[src/rtl/udrv_pkg.sv]
// Shared types and LFSR helpers for the udrv stimulus generator.
package udrv_pkg;

  typedef enum logic [1:0] {
    ST_IDLE,
    ST_BURST,
    ST_GAP,
    ST_DONE
  } udrv_state_t;

  localparam logic [31:0] LFSR_POLY = 32'h8020_0003;

  // Galois right-shift step for x^32+x^22+x^2+x+1.
  function automatic logic [31:0] lfsr_next(input logic [31:0] x);
    return (x >> 1) ^ (x[0] ? LFSR_POLY : '0);
  endfunction

endpackage

[src/rtl/udrv_lfsr32.sv]
// 32-bit Galois LFSR with synchronous seed load and advance enable.
module udrv_lfsr32
  import udrv_pkg::*;
#(
  parameter logic [31:0] SEED = 32'h0000_0001
) (
  input  logic        clk,
  input  logic        reset_l,
  input  logic        load,
  input  logic        en,
  output logic [31:0] q
);

  // An all-zero state is a fixed point of the LFSR.
  if (SEED == '0) begin : g_seed_check
    $error("udrv_lfsr32: SEED must be nonzero");
  end

  always_ff @(posedge clk or negedge reset_l) begin
    if (!reset_l) begin
      q <= SEED;
    end else if (load) begin
      q <= SEED;
    end else if (en) begin
      q <= lfsr_next(q);
    end
  end

endmodule

[src/rtl/udrv_stim_gen.sv]
// Burst stimulus generator: LFSR words in bursts with stall, gaps, checksum.
module udrv_stim_gen #(
  parameter int unsigned NUM_BURSTS = 4,
  parameter int unsigned BURST_LEN  = 8,
  parameter int unsigned GAP_LEN    = 2,
  parameter logic [31:0] SEED       = 32'h0000_0001
) (
  input  logic        clk,
  input  logic        reset_l,
  input  logic        start,
  input  logic        hold,
  output logic        udrvn,
  output logic [31:0] udrvnd,
  output logic        busy,
  output logic        done,
  output logic [31:0] checksum
);
  import udrv_pkg::*;

  if (NUM_BURSTS < 1) begin : g_nb_check
    $error("udrv_stim_gen: NUM_BURSTS must be >= 1");
  end
  if (BURST_LEN < 1) begin : g_bl_check
    $error("udrv_stim_gen: BURST_LEN must be >= 1");
  end

  localparam int unsigned BEAT_W  = (BURST_LEN  > 1) ? $clog2(BURST_LEN)  : 1;
  localparam int unsigned BURST_W = (NUM_BURSTS > 1) ? $clog2(NUM_BURSTS) : 1;
  localparam int unsigned GAP_W   = (GAP_LEN    > 1) ? $clog2(GAP_LEN)    : 1;

  localparam logic [BEAT_W-1:0]  BEAT_LAST  = BEAT_W'(BURST_LEN - 1);
  localparam logic [BURST_W-1:0] BURST_LAST = BURST_W'(NUM_BURSTS - 1);
  localparam logic [GAP_W-1:0]   GAP_LAST   = GAP_W'((GAP_LEN > 0) ? GAP_LEN - 1 : 0);

  udrv_state_t        state;
  logic [BEAT_W-1:0]  beat;
  logic [BURST_W-1:0] burst;
  logic [GAP_W-1:0]   gap;
  logic [31:0]        lfsr_q;
  logic               accept;
  logic               lfsr_en;

  // DONE accepts a new run only once done has been shown for a cycle, so
  // a continuously held start still yields a one-cycle done pulse.
  always_comb begin
    accept  = start && ((state == ST_IDLE) || (state == ST_DONE && done));
    lfsr_en = (state == ST_BURST) && !hold;
  end

  udrv_lfsr32 #(
    .SEED(SEED)
  ) u_lfsr (
    .clk    (clk),
    .reset_l(reset_l),
    .load   (accept),
    .en     (lfsr_en),
    .q      (lfsr_q)
  );

  always_ff @(posedge clk or negedge reset_l) begin
    if (!reset_l) begin
      state    <= ST_IDLE;
      udrvn    <= 1'b0;
      udrvnd   <= '0;
      busy     <= 1'b0;
      done     <= 1'b0;
      checksum <= '0;
      beat     <= '0;
      burst    <= '0;
      gap      <= '0;
    end else begin
      case (state)
        ST_IDLE, ST_DONE: begin
          udrvn <= 1'b0;
          if (accept) begin
            state    <= ST_BURST;
            busy     <= 1'b1;
            done     <= 1'b0;
            checksum <= '0;
            beat     <= '0;
            burst    <= '0;
            gap      <= '0;
          end else if (state == ST_DONE) begin
            done <= 1'b1;
          end
        end

        ST_BURST: begin
          udrvn <= !hold;
          if (!hold) begin
            udrvnd   <= lfsr_q;
            checksum <= checksum ^ lfsr_q;
            if (beat == BEAT_LAST) begin
              beat  <= '0;
              burst <= burst + 1'b1;
              if (burst == BURST_LAST) begin
                state <= ST_DONE;
                busy  <= 1'b0;
              end else if (GAP_LEN != 0) begin
                state <= ST_GAP;
                gap   <= '0;
              end
            end else begin
              beat <= beat + 1'b1;
            end
          end
        end

        ST_GAP: begin
          udrvn <= 1'b0;
          if (gap == GAP_LAST) begin
            state <= ST_BURST;
          end else begin
            gap <= gap + 1'b1;
          end
        end

        default: state <= ST_IDLE;
      endcase
    end
  end

endmodule

[config.mk]
export PLATFORM = sky130hd
export DESIGN_NAME = udrv_stim_gen
export DESIGN_NICKNAME = d
export VERILOG_FILES = /design/src/rtl/udrv_pkg.sv /design/src/rtl/udrv_lfsr32.sv /design/src/rtl/udrv_stim_gen.sv
export SDC_FILE = /design/constraint.sdc
export NUM_CORES = 1
export LEC_CHECK = 0
export CAP_MARGIN = 40
export CORE_UTILIZATION = 49
export CTS_CLUSTER_DIAMETER = 50
export DETAILED_ROUTE_END_ITERATION = 16
export PLACE_DENSITY = 0.76
export RECOVER_POWER = 100
export SLEW_MARGIN = 20
export SYNTH_ARGS = -nofsm -noshare
export SYNTH_HDL_FRONTEND = slang
export SYNTH_SLANG_ARGS = --single-unit
[constraint.sdc]
create_clock -name clk -period 1.8 [get_ports clk]
set_clock_uncertainty 0.2 [all_clocks]
set_input_delay 0.45 -clock clk [delete_from_list [all_inputs] [get_ports clk]]
set_output_delay 0.45 -clock clk [all_outputs]
set_load 0.05 [all_outputs]
# ---- Word-level counts from Yosys, hierarchy flattened
# Index checks and enable logic that the tools add are counted.
dict set report word_totals {
  register_bits 107
  in_bits 4
  output_inout_bits 67
  elab_cells 79
}
dict set report op_classes {
  add_sub_neg 3
  n_eq_ne 11
  mux 34
  n_bitwise 3
  reduce_logical 18
}
# cell count
set op_table {}
lappend op_table {{32-bit 2-to-1 mux} 5}
lappend op_table {{32-bit one-hot mux with 2 select lines} 1}
lappend op_table {{31-bit by 32-bit XOR with 32-bit output} 1}
lappend op_table {{32-bit XOR} 1}
lappend op_table {{2-bit 2-to-1 mux} 7}
lappend op_table {{1-bit 2-to-1 mux} 12}
lappend op_table {{4-bit AND reduction} 3}
lappend op_table {{3-bit 2-to-1 mux} 3}
lappend op_table {{2-bit != test (second input constant)} 4}
lappend op_table {{2-bit == test (second input constant)} 3}
lappend op_table {{2-bit one-hot mux with 3 select lines} 1}
lappend op_table {{3-bit one-hot mux with 2 select lines} 1}
lappend op_table {{2-bit nonzero test} 3}
lappend op_table {{5-bit AND reduction} 1}
lappend op_table {{2-bit by 1-bit != test with 1-bit output (second input constant)} 2}
lappend op_table {{1-bit one-hot mux with 2 select lines} 2}
lappend op_table {{2-bit one-hot mux with 2 select lines} 1}
lappend op_table {{2-bit AND reduction} 2}
lappend op_table {{3-bit by 1-bit adder with 3-bit output (second input constant)} 1}
lappend op_table {{3-bit == test (second input constant)} 1}
lappend op_table {{1-bit logical AND} 3}
lappend op_table {{1-bit one-hot mux with 3 select lines} 1}
lappend op_table {{3-bit AND reduction} 1}
lappend op_table {{3-bit OR reduction} 1}
lappend op_table {{8 further kinds} 8}

# ---- Depth between registers and ports, before layout
dict set report logic_depth {
  word_depth 6
  ltp_mapped 7
  ltp_nobuf 6
}

# ---- By module
# From an unflattened synthesis, not the netlist that was laid out.
dict set report hier_totals {
  cells_unflattened 453
  hier_area_um2 5049.8
}
# module instances cells_per_inst area_each_um2 seq_area_each_um2
set modules_own_cells {}
lappend modules_own_cells {udrv_stim_gen 1 347 3691.0 1876.8}
lappend modules_own_cells {udrv_lfsr32 1 106 1358.8 802.0}

# ---- Worst setup path before layout
# OpenSTA, ideal clock, no wires.
dict set report synth_timing {
  kind {register -> register}
  start {register state[0]}
  end {register checksum[3]}
  arrival_time_ns 1.638
  t_required_ns 1.479
  slack_ns -0.159
  path_stages_with_launch 8
  n_path_buf 1
  synth_period_minus_slack_ns 1.959
  path_cell_list {dfrtp_1 inv_1 ha_1 or2_2 nand2_1 buf_2 o21ai_0 a22o_1}
}
dict set report synth_via {
  elab_chain_cells 6
}
# element line
set synth_lines {}
lappend synth_lines {{from (decl)} udrv_stim_gen.sv:35} ;# udrv_state_t state;
lappend synth_lines {{from (signal assigned)} udrv_stim_gen.sv:62} ;# state <= ST_IDLE;
lappend synth_lines {{from (signal assigned)} udrv_stim_gen.sv:76} ;# state <= ST_BURST;
lappend synth_lines {{from (signal assigned)} udrv_stim_gen.sv:97} ;# state <= ST_DONE;
lappend synth_lines {{2-bit == test} {udrv_stim_gen.sv:46, udrv_stim_gen.sv:72}}
lappend synth_lines {{1-bit logical AND} udrv_stim_gen.sv:46} ;# accept = start && ((state == ST_IDLE) || (state == ST_DONE && done));
lappend synth_lines {{1-bit logical OR} udrv_stim_gen.sv:46}
lappend synth_lines {{1-bit logical AND} udrv_stim_gen.sv:46}
lappend synth_lines {{2-bit != test (no source line)} --}
lappend synth_lines {{3-bit AND reduction (no source line)} --}
lappend synth_lines {{to (signal assigned)} udrv_stim_gen.sv:92} ;# checksum <= checksum ^ lfsr_q;
lappend synth_lines {{to (decl)} udrv_stim_gen.sv:16} ;# output logic [31:0] checksum
# Several ways; a longest one is shown, not always the timed one.
# A chain may end at the register's enable or synchronous reset.

# ---- Worst setup path in the final report
dict set report layout_timing {
  start {register state[0]}
  end {register beat[2]}
}
dict set report layout_via {
  elab_chain_cells 6
}
# element line
set layout_lines {}
lappend layout_lines {{2-bit == test} {udrv_stim_gen.sv:46, udrv_stim_gen.sv:72}}
lappend layout_lines {{1-bit logical AND} udrv_stim_gen.sv:46}
lappend layout_lines {{1-bit logical OR} udrv_stim_gen.sv:46}
lappend layout_lines {{1-bit logical AND} udrv_stim_gen.sv:46}
lappend layout_lines {{2-bit != test (no source line)} --}
lappend layout_lines {{3-bit AND reduction (no source line)} --}
lappend layout_lines {{to (signal assigned)} udrv_stim_gen.sv:104} ;# beat <= beat + 1'b1;
lappend layout_lines {{to (decl)} udrv_stim_gen.sv:36} ;# logic [BEAT_W-1:0] beat;
# Several ways; a longest one is shown, not always the timed one.

==> qor.yml <==
status: "finished, violations left"
violations: "setup timing"
wl_met1_um: 7190
setup_violations: 105
fin_util_pct: 88.6
layout-drive-gt1-share_pct: 47.9
drt_wl_total_um: 20200
hold_viol: 0
yosys-top-cells-area: "dfrtp_1 56%, nand2_1 10%, o21ai_0 6.2%"
drcViolationCount: 0
synth-edff-count: 0
cpMaxStageDelayCell: "dfrtp_1"
vias_per_cell: 6.56
async_reset_ff_share_pct: 100
worstPathRequired_ns: 1.93
synth_top_family_by_area: "compound AO/OA/AOI/OAI gates"
core_area_um2: 9330
path_clk_slew_ns: 0.11
num_vias: 5160
cts-htree-levels: 3
n_antenna_cell: 0
die-height_um: 101
cts_sinks: 107
wl_per_cell_um: 25.7
grt_pass1_vias: 4767
syn_area_um2: 4770
final_common_cell: "dfrtp_1"
ys_seq_area_share_pct: 56.1
crit_fanout: 8
synthMuxAreaShare_pct: 0.236
nNetsFinal: 666
io_pins: 71
synthAdderAreaFrac_pct: 2.10
postSynthAreaPerCell_um2: 9.32
place_congestion: 0.856
place_ws_ns: -0.401
rsz0062_at_grt: "true"
ys_seq_elements: 107
post_synth_and_or_nand_nor_area_fraction_pct: 16.9
slew_headroom_pct: 59.3
cts_tree: "yes"
maxCapViolCount: 0
root_buffer: "clkbuf_8"
crit_chain: "inv_2, ha_4, a211o_4, buf_6, o211ai_4, buf_6, clkbuf_16, a32oi_2, nand2_1"
layout_common_cells: "105 x dfrtp_1, 78 x buf_12, 62 x nand2_1"
period_needed_ns: 2.12
synthDistinctLibCells: 37
clock_latency_ns: 0.39
first_pass_iters: 5
synthXorXnorAreaFrac_pct: 0.550
grt_max_degree: 48
ant_nets: 0
tns_ns: -17.82
max_freq_mhz: 473
finalCritPeriodShare_pct: 118
antenna_found_initial: 0
area_growth_pct: 73.1
die_w_um: 101
cp-start-kind: "flop"
cts-buffers-inserted: 9
grt_pass1_wl_um: 24700
drt_iter0_drc: 402
top_layer: "met4"
worstMarginPinSlew_ns: 0.611
synth_compound_area_share_pct: 18.6
arrival_ns: 2.24
holdCritPathClass: "in -> async"
row_count: 35
fin_ws_ns: -0.315
synth_ff_type: "dfrtp_1"
yosys_warnings: 0
wl_met3_um: 1970
slew_violations: 0
start_util_pct: 51.2
grt_overflow: 0
synth_top_cell_by_area: "dfrtp_1"
netlist_instances: 512
cpMostUsedCell: "buf_6"
clk_path_buf_depth: 2
crit_type: "reg -> reg"
slowest_delay_ns: 0.47
cp-end-kind: "flop"
netlist.area_leader.share_pct: 55.6
grt_usage_pct: 32.5
dpl.hpwl_um: 8110
met2_length_um: 9600
numPortBuffers: 70
die_area_um2: 10100
synth_nets: 524
-- layer usage --
layer  GRT usage (%)  up-vias
li1                -     2040
met1            39.9     2537
met2            53.2      431
met3            7.21      152
met4            18.7        0
met5               0        -
-- flip-flops by register name, indices dropped and copies added, names as in the netlist --
name / count
done: 1
u_lfsr.q: 32
gap: 1
burst: 2
beat: 3
state: 2
udrvn: 1
checksum: 32
busy: 1
udrvnd: 32
-- final cells by class --
class | count | area [um^2]
multi-input cells | 351 | 2710
flip-flops and latches | 107 | 2680
repair buffers | 155 | 2430
fillers | 344 | 1070
well taps | 129 | 161
clock buffers | 11 | 131
inverters | 30 | 116
clock inverters | 4 | 28.8
-- logic make-up (layout without fill, tap and decap cells) --
kind of cell / count (synthesis) / after routing
mux: 1 / 1
xor+xnor: 3 / 3
flops: 107 / 107
simple gates: 185 / 193
fa+ha+maj: 8 / 8
buf+inv: 62 / 200
compound gates: 146 / 146
-- worst max-delay path: cells and delay by family (launching register included) --
family          cells  cell delay [ns]
simple gates        1             0.08
compound gates      3             0.45
flops               1             0.47
fa+ha+maj           1             0.26
buf+inv             4             0.58
-- metrics by stage --
stage	hold slack [ns]	cell area [um^2]	instances
after global routing	0.325	8260	787
final	0.311	8260	787
after detailed placement	0.0888	6620	726
after global placement	0.0925	6620	726
after CTS	0.237	7470	771
after floorplan	-0.0456	4810	512
-- synth_stat cells (all sizes together), types with 2 or more instances --
cell / number
a211oi: 3
a21oi: 40
a22o: 26
and3: 2
buf: 20
clkbuf: 12
dfrtp: 106
ha: 8
inv: 30
nand2: 128
nand2b: 5
nand3: 5
nor2: 10
nor2b: 4
o21ai: 62
o31ai: 5
o41ai: 2
or3: 26
xor2: 2
-- worst paths after layout --
check / from / end / slack (ns) / depth (start not counted)
worst max-delay path: state[0] / beat[2] / -0.32 / 9
worst min-delay path: reset_l / u_lfsr.q[7] / 0.31 / 2
worst max register to register: state[0] / beat[2] / -0.32 / 9
worst min register to register: burst[1] / burst[1] / 0.33 / 1
max in group asynchronous: reset_l / checksum[10] / 0.08 / 3
min in group clk: burst[1] / burst[1] / 0.33 / 1
-- repair_timing --
item | CTS | global route
endpoints found under the hold margin | 106 | 0
setup buffers | 17 | 14
resized for setup | 69 | 182
endpoints found under the setup margin | 99 | 105
hold buffers | 1 | 0
cloned | 13 | 7
pin swaps | 25 | 65
Power is left out: the tool's default activity adds up to more than one toggle a clock period on the data nets, which glitch-free logic cannot reach.
